===== src/rtl/ysyx_041461_pipe_pkg.sv =====
// Shared constants for the ysyx_041461 stage-boundary registers: payload field
// layout, per-stage payload widths and the architectural reset PC.
package ysyx_041461_pipe_pkg;

    localparam int OCC_W    = 2;
    localparam int TRAP_W   = 1;
    localparam int PC_W     = 32;
    localparam int RD_W     = 5;
    localparam int CTRL_W   = 16;

    localparam int TRAP_OFF = 0;
    localparam int PC_OFF   = TRAP_OFF + TRAP_W;
    localparam int RD_OFF   = PC_OFF + PC_W;
    localparam int CTRL_OFF = RD_OFF + RD_W;

    localparam int IF_ID_W   = TRAP_W + PC_W + 32;
    localparam int ID_EXE_W  = CTRL_OFF + CTRL_W + 64;
    localparam int EXE_MEM_W = CTRL_OFF + CTRL_W + 64;
    localparam int MEM_WB_W  = CTRL_OFF + CTRL_W + 64;

    localparam logic [PC_W-1:0] PC_RST = 32'h8000_0000;

    // Reset payload for a 64-bit stage: PC field at its reset vector, all else 0.
    function automatic logic [63:0] pc_rst_payload64();
        logic [63:0] p;
        p = '0;
        p[PC_OFF +: PC_W] = PC_RST;
        return p;
    endfunction

endpackage


===== src/rtl/ysyx_041461_sat_counter.sv =====
// Saturating up-counter with synchronous clear; clear wins over increment.
module ysyx_041461_sat_counter #(
    parameter int CNT_W = 16
) (
    input  logic             clk,
    input  logic             rst,
    input  logic             inc,
    input  logic             clr,
    output logic [CNT_W-1:0] cnt
);

    always_ff @(posedge clk or posedge rst) begin
        if (rst) begin
            cnt <= '0;
        end else if (clr) begin
            cnt <= '0;
        end else if (inc && (cnt != {CNT_W{1'b1}})) begin
            cnt <= cnt + CNT_W'(1);
        end
    end

endmodule


===== src/rtl/ysyx_041461_pipe_stage_reg.sv =====
// Valid/ready pipeline stage register with kill, flush, optional 2-entry skid
// buffer and a saturating stall-cycle counter.
module ysyx_041461_pipe_stage_reg
    import ysyx_041461_pipe_pkg::*;
#(
    parameter int                DATA_W   = 64,
    parameter int                SKID     = 1,
    parameter logic [DATA_W-1:0] RST_DATA = '0,
    parameter int                CNT_W    = 16
) (
    input  logic              clk,
    input  logic              rst,
    input  logic              flush,
    input  logic              in_valid,
    input  logic              in_kill,
    input  logic [DATA_W-1:0] in_data,
    output logic              in_ready,
    output logic              out_valid,
    output logic [DATA_W-1:0] out_data,
    input  logic              out_ready,
    output logic [OCC_W-1:0]  occupancy,
    output logic [CNT_W-1:0]  stall_cnt,
    input  logic              stall_clr
);

    // Handshake: a beat moves on a rising edge where valid & ready are both high;
    // a producer may not retract data while valid & ~ready. A killed beat is
    // consumed on in_ready but never stored.
    logic in_fire;
    logic main_free;
    logic skid_valid;

    assign in_fire   = in_valid & ~in_kill & in_ready;
    assign main_free = ~out_valid | out_ready;

    generate
        if (SKID != 0) begin : g_skid
            logic              skid_valid_q;
            logic [DATA_W-1:0] skid_data;

            // in_ready comes straight from a flop: no path from out_ready.
            assign in_ready   = ~skid_valid_q;
            assign skid_valid = skid_valid_q;

            always_ff @(posedge clk or posedge rst) begin
                if (rst) begin
                    out_valid    <= 1'b0;
                    skid_valid_q <= 1'b0;
                end else if (flush) begin
                    out_valid    <= 1'b0;
                    skid_valid_q <= 1'b0;
                end else if (main_free) begin
                    if (skid_valid_q) begin
                        out_valid    <= 1'b1;
                        skid_valid_q <= in_fire;
                    end else begin
                        out_valid    <= in_fire;
                    end
                end else if (in_fire) begin
                    skid_valid_q <= 1'b1;
                end
            end

            // Payloads only load on a real transfer so they stay quiet in stalls.
            always_ff @(posedge clk or posedge rst) begin
                if (rst) begin
                    out_data  <= RST_DATA;
                    skid_data <= RST_DATA;
                end else if (!flush) begin
                    if (main_free) begin
                        if (skid_valid_q) begin
                            out_data <= skid_data;
                            if (in_fire) skid_data <= in_data;
                        end else if (in_fire) begin
                            out_data <= in_data;
                        end
                    end else if (in_fire) begin
                        skid_data <= in_data;
                    end
                end
            end
        end else begin : g_noskid
            assign in_ready   = ~out_valid | out_ready;
            assign skid_valid = 1'b0;

            always_ff @(posedge clk or posedge rst) begin
                if (rst) begin
                    out_valid <= 1'b0;
                end else if (flush) begin
                    out_valid <= 1'b0;
                end else begin
                    out_valid <= in_fire | (out_valid & ~out_ready);
                end
            end

            always_ff @(posedge clk or posedge rst) begin
                if (rst) begin
                    out_data <= RST_DATA;
                end else if (!flush && in_fire) begin
                    out_data <= in_data;
                end
            end
        end
    endgenerate

    assign occupancy = OCC_W'(out_valid) + OCC_W'(skid_valid);

    ysyx_041461_sat_counter #(
        .CNT_W(CNT_W)
    ) u_stall_cnt (
        .clk(clk),
        .rst(rst),
        .inc(out_valid & ~out_ready),
        .clr(stall_clr),
        .cnt(stall_cnt)
    );

endmodule

===== config.mk =====
export PLATFORM = sky130hd
export DESIGN_NAME = ysyx_041461_pipe_stage_reg
export DESIGN_NICKNAME = d
export VERILOG_FILES = /design/src/rtl/ysyx_041461_pipe_pkg.sv /design/src/rtl/ysyx_041461_sat_counter.sv /design/src/rtl/ysyx_041461_pipe_stage_reg.sv
export SDC_FILE = /design/constraint.sdc
export NUM_CORES = 1
export LEC_CHECK = 0
export CORE_ASPECT_RATIO = 0.5
export CORE_MARGIN = 1
export CORE_UTILIZATION = 35
export DETAILED_ROUTE_END_ITERATION = 10
export DONT_BUFFER_PORTS = 1
export SETUP_SLACK_MARGIN = 0.5
export SYNTH_ARGS = -nofsm -noshare
export SYNTH_HDL_FRONTEND = slang
export SYNTH_SLANG_ARGS = --single-unit

===== constraint.sdc =====
create_clock -name clk -period 5 [get_ports clk]
set_input_delay 0.5 -clock clk [delete_from_list [all_inputs] [get_ports clk]]
set_output_delay 0.5 -clock clk [all_outputs]
set_load 0.02 [all_outputs]

======== Word level (Yosys, flattened, before mapping) ========
Index checks and enable logic that the tools add are counted.
storage, ports and cells
  output and inout port bits .............. 84
  logic and storage cells ................. 39
  register bits after elaboration ......... 146
operators by class
  reduce and logical (&&, ||, !) cells .... 7
  add/sub/neg operators ................... 2
  bitwise logic cells ..................... 9
  muxes and demuxes ....................... 14
  equal/unequal tests ..................... 2
operator list
  kind                                                                      count
  64-bit 2-to-1 mux                                                         5
  16-bit 2-to-1 mux                                                         2
  16-bit by 1-bit adder with 16-bit output (second input constant)          1
  16-bit inequality test (second input constant)                            1
  1-bit 2-to-1 mux                                                          7
  2-bit nonzero test                                                        3
  1-bit NOT                                                                 5
  1-bit AND                                                                 3
  3-bit AND reduction                                                       1
  3-bit nonzero test                                                        1
  1-bit by 1-bit adder with 2-bit output                                    1
  2-bit by 1-bit inequality test with 1-bit output (second input constant)  1
  2-bit AND reduction                                                       1
  1-bit logical AND                                                         1
  1-bit OR                                                                  1

======== Depth between registers and ports, before layout ========
  depth after elaboration ................. 6
  depth in mapped cells ................... 7
  depth with buffers taken out ............ 5

======== Modules after synthesis ========
Synthesis repeated with hierarchy kept, for this count alone.
unflattened totals
  cells, all modules ...................... 454
  area total of the unflattened synthesis .. 6869.1 sq um
by module, submodules not included
  module                      area an instance (sq um)  seq. area each (sq um)  cells an instance  times used
  ysyx_041461_pipe_stage_reg  5936.9                    3253.1                  353                1
  ysyx_041461_sat_counter     932.1                     400.4                   101                1

======== Worst setup path before layout ========
No wires, ideal clock.
  kind .................................... register -> register
  start ................................... register u_stall_cnt.cnt[6]
  end ..................................... register u_stall_cnt.cnt[12]
  arrival time ............................ 1.663 ns
  cell stages (with the launch flop) ...... 6
  required time ........................... 4.922 ns
  slack ................................... 3.259 ns
  library setup time ...................... 0.078 ns
  buffers on the path ..................... 1
  cells stage by stage .................... dfrtp_1 nand4_2 or2_0 clkbuf_2 or4_1 a21oi_1
on the way
  longest elaborated chain between the ends .. 3
  elaborated cells on any way between the ends .. 6
ends and longest elaborated chain
  item                                                                                RTL line                                                      RTL
  start, declared                                                                     ysyx_041461_sat_counter.sv:9                                  output logic [CNT_W-1:0] cnt
  start signal, assigned                                                              ysyx_041461_sat_counter.sv:18                                 cnt <= cnt + CNT_W'(1);
  16-bit by 1-bit adder with 16-bit output or 16-bit inequality test (tied branches)  ysyx_041461_sat_counter.sv:18, ysyx_041461_sat_counter.sv:17
  16-bit 2-to-1 mux or 1-bit logical AND (tied branches)                              ysyx_041461_sat_counter.sv:17                                 end else if (inc && (cnt != {CNT_W{1'b1}})) begin
  16-bit 2-to-1 mux or 2-bit nonzero test (tied branches)                             --
Several ways; a longest one is shown, not always the timed one. The select of a mux whose other input is x is not followed.
A chain may end at the register's enable or synchronous reset.

======== Final worst setup path ========
  start ................................... register out_valid
  end ..................................... register g_skid.skid_data[23]
on the way
  longest elaborated chain between the ends .. 4
  elaborated cells on any way between the ends .. 5
ends and longest elaborated chain
  item                                                        RTL line                          RTL
  start, declared                                             ysyx_041461_pipe_stage_reg.sv:18  output logic out_valid,
  start signal, assigned                                      ysyx_041461_pipe_stage_reg.sv:57  out_valid <= in_fire;
  1-bit NOT *                                                 ysyx_041461_pipe_stage_reg.sv:34  assign main_free = ~out_valid | out_ready;
  1-bit OR *                                                  ysyx_041461_pipe_stage_reg.sv:34
  2-bit by 1-bit inequality test with 1-bit output (no line)  --
  2-bit AND reduction (no line)                               --
  end signal, assigned                                        ysyx_041461_pipe_stage_reg.sv:73  if (in_fire) skid_data <= in_data;
  end signal, assigned                                        ysyx_041461_pipe_stage_reg.sv:78  skid_data <= in_data;
  end, declared                                               ysyx_041461_pipe_stage_reg.sv:39  logic [DATA_W-1:0] skid_data;
Every way passes the cells marked *; elsewhere a longest branch is shown, timed or not.

==> results_dict.tcl <==
set metrics [dict create \
    worst_clock_skew_ns 0.0111 \
    core-area_mm2 0.0174 \
    synth_warnings 0 \
    pre_cts_slack_ns 2.31 \
    max_freq_ghz 0.372 \
    max-vdd-ir-drop_mv 0.216 \
    detailroute.wirelength.met2_um 6460 \
    maxUsedRoutingLayer "met4" \
    initial_antenna_violation_count 0 \
    firstDrtPassIters 4 \
    hold-worst-slack_ns 0.145 \
    synthDominantAreaCellType "sky130_fd_sc_hd__dfrtp_1" \
    final_net_count 589 \
    ctsHtreeMaxLevel 4 \
    globalRouteOverflowTotal 0 \
    number_of_antenna_diodes 0 \
    worstPathRequired_ns 5.29 \
    route.antenna.remaining_nets 0 \
    drive_gt1_frac 0.203 \
    p_r_area_growth_vs_syn_pct 13.0 \
    mappedNetlistNets 597 \
    maxSlewHeadroom 0.291 \
    finalMaxSlewViolations 0 \
    finalWorstSetupSlack_ns 2.31 \
    routability_congestion 0.758 \
    power_per_cell_area_mw_per_mm2 441 \
    timing.setup.critical_path_class "flip-flop to flip-flop" \
    total_power_mw 3.12 \
    timing.critical_path.arrival_ns 2.98 \
    drc 0 \
    fillerInstances 1670 \
    cts_hold_buffers 0 \
    final.min_clock_period_ns 2.69 \
    critPathMaxFanout 33 \
    cts_buffers 17 \
    post_layout_nonfiller_instances 762 \
    post_cts_resize_count 0 \
    netlist_instances 524 \
    worst_setup_hold_path_clk_slew_ns 0.07 \
    routed_wl_um 13200 \
    routed-wl-met3_um 734 \
    grt_usage 0.150 \
    clock_tree_from_tritoncts "built" \
    design.portCount 155 \
    die-height_um 96.6 \
    multi_input_area_mm2 0.00245 \
    leading_cell_types_by_total_area_after_synthesis "sky130_fd_sc_hd__dfrtp_1 58%, sky130_fd_sc_hd__mux2_2 12%, sky130_fd_sc_hd__mux2i_1 10%" \
    drt_iter0_markers 142 \
    kind_of_launch_point_of_the_worst_setup_path "flip-flop" \
    p_leak_nw 3.05 \
    initial_utilization 0.359 \
    drt-vias-per-instance 5.05 \
    placed_cells 731 \
    die_x_um 191 \
    tritoncts_num_sinks 146 \
    outcome "finished clean" \
    cap_viol_max_count 0 \
    worst_setup_path_end_kind "flip-flop" \
    longest_clk_path_bufs 2 \
    synth.cell_area_mm2 0.00626 \
    hpwlAfterDp_um 8430 \
    wl_met1_um 5890 \
    worst_slew_pin_slew_ns 1.06 \
    synth.yosys.seq_area_share 0.583 \
    grt_max_degree 107 \
    grt_setup_unrepaired "no" \
    vias 3847 \
    routed_wire_length_per_instance_um 17.3 \
    synth.avg_cell_area_um2 12.0 \
    seq_area_mm2 0.00366 \
    hold_class "input pin to flip-flop" \
    final_min_period_over_clock_period 0.537 \
    synth.distinct_cells 34 \
    design.die.area_mm2 0.0185 \
    postcts_setup_bufs 0 \
    global_route_wire_length_before_repair_um 21400 \
    numPortBuffers 0 \
    synthDominantCellAreaShare 0.583 \
    number_of_global_route_vias_before_repair 3796 \
    totalNegativeSetupSlack_ns 0 \
    ys_ff_latch 146 \
    worst_skew_pair.late_latency_ns 0.41 \
    core.rowCount 34 \
    setup_violations 0 \
    finalHoldViolations 0 \
    cts.root.buffer_cell "sky130_fd_sc_hd__clkbuf_16" \
]
[cell usage after synthesis (all sizes together)]
cell type  number
inv             6
o211ai          1
nor3            2
nand2b          1
nor2b           3
nand3           5
nor2            4
nand3b          1
dfrtp         146
o21ai          72
o41ai           3
o31ai           4
buf            19
nand4b          1
clkbuf         14
nor4            3
a21oi          12
mux2           64
nand2          70
or2             4
or4             6
a211oi          1
o311ai          3
and3            1
a41oi           1
ha              2
mux2i          64
or3             5
nand4           6
[critical path: stages (launching register included)]
cell	delay [ns]
sky130_fd_sc_hd__dfrtp_1	0.51
sky130_fd_sc_hd__nor2b_1	0.54
sky130_fd_sc_hd__nand4_4	0.64
sky130_fd_sc_hd__buf_4	0.52
sky130_fd_sc_hd__mux2_2	0.33
[final timing paths]
| kind | startpoint | end | slack, ns | cells after the start |
|---|---|---|---|---|
| setup / recovery | out_valid | g_skid.skid_data[23] | 2.31 | 4 |
| hold / removal | flush | out_valid | 0.14 | 1 |
| setup reg to reg | out_valid | g_skid.skid_data[23] | 2.31 | 4 |
| hold reg to reg | g_skid.skid_data[20] | g_skid.skid_data[20] | 0.50 | 1 |
| max in group asynchronous | rst | out_data[25] | 3.69 | 2 |
| min in group asynchronous | rst | out_data[37] | 0.18 | 1 |
[final cells by class]
cell class	count	area share
Tap cell	234	0.0413
Inverter	6	0.00389
Clock buffer	17	0.0601
Timing Repair Buffer	6	0.00636
Multi-Input combinational cell	339	0.346
Clock inverter	14	0.0256
Sequential cell	146	0.516
[cell usage in the layout, fill, tap and decap left out, drive strengths merged]
cell,instances
a211oi,1
a21oi,12
a41oi,1
and3,1
buf,6
bufinv,3
clkbuf,17
clkinv,4
clkinvlp,3
dfrtp,146
ha,2
inv,10
mux2,64
mux2i,64
nand2,70
nand2b,1
nand3,5
nand3b,1
nand4,6
nand4b,1
nor2,4
nor2b,3
nor3,2
nor4,3
o211ai,1
o21ai,72
o311ai,3
o31ai,4
o41ai,3
or2,4
or3,5
or4,6
[cell families (layout without fill, tap and decap cells)]
| kind of cell | count (synthesis) | in the layout | synth area share |
|---|---|---|---|
| fa+ha+maj | 2 | 2 | 0.00399 |
| compound gates | 97 | 97 | 0.0841 |
| mux | 128 | 128 | 0.217 |
| flops | 146 | 146 | 0.583 |
| buf+inv | 39 | 43 | 0.0268 |
| simple gates | 112 | 112 | 0.0847 |
[metrics by stage]
| step | instance area (µm²) | util |
|---|---|---|
| floorplan | 6260 | - |
| global placement | 6470 | 0.371 |
| detailed placement | 6470 | 0.371 |
| CTS | 7080 | 0.406 |
| global route | 7080 | 0.406 |
| finish | 7080 | 0.406 |
[metal layers]
layer / track usage / up-vias
met1: 0.191 / 1911
met4: 0.0385 / 0
met5: 0 / -
li1: - / 1846
met3: 0.0497 / 8
met2: 0.243 / 82
[report_power, final]
part / leakage [nW] / internal (mW) / switching (mW)
clock network: 0.288 / 0.792 / 0.527
logic: 0.870 / 0.111 / 0.102
registers: 1.89 / 1.36 / 0.231
total: 3.05 / 2.26 / 0.860
[sequential cells by signal, summed over array words and instances, names as in the netlist]
register and cells:
g_skid.skid_data 64, g_skid.skid_valid_q 1, out_data 64, out_valid 1, u_stall_cnt.cnt 16
(Power assumes the default switching activity.)
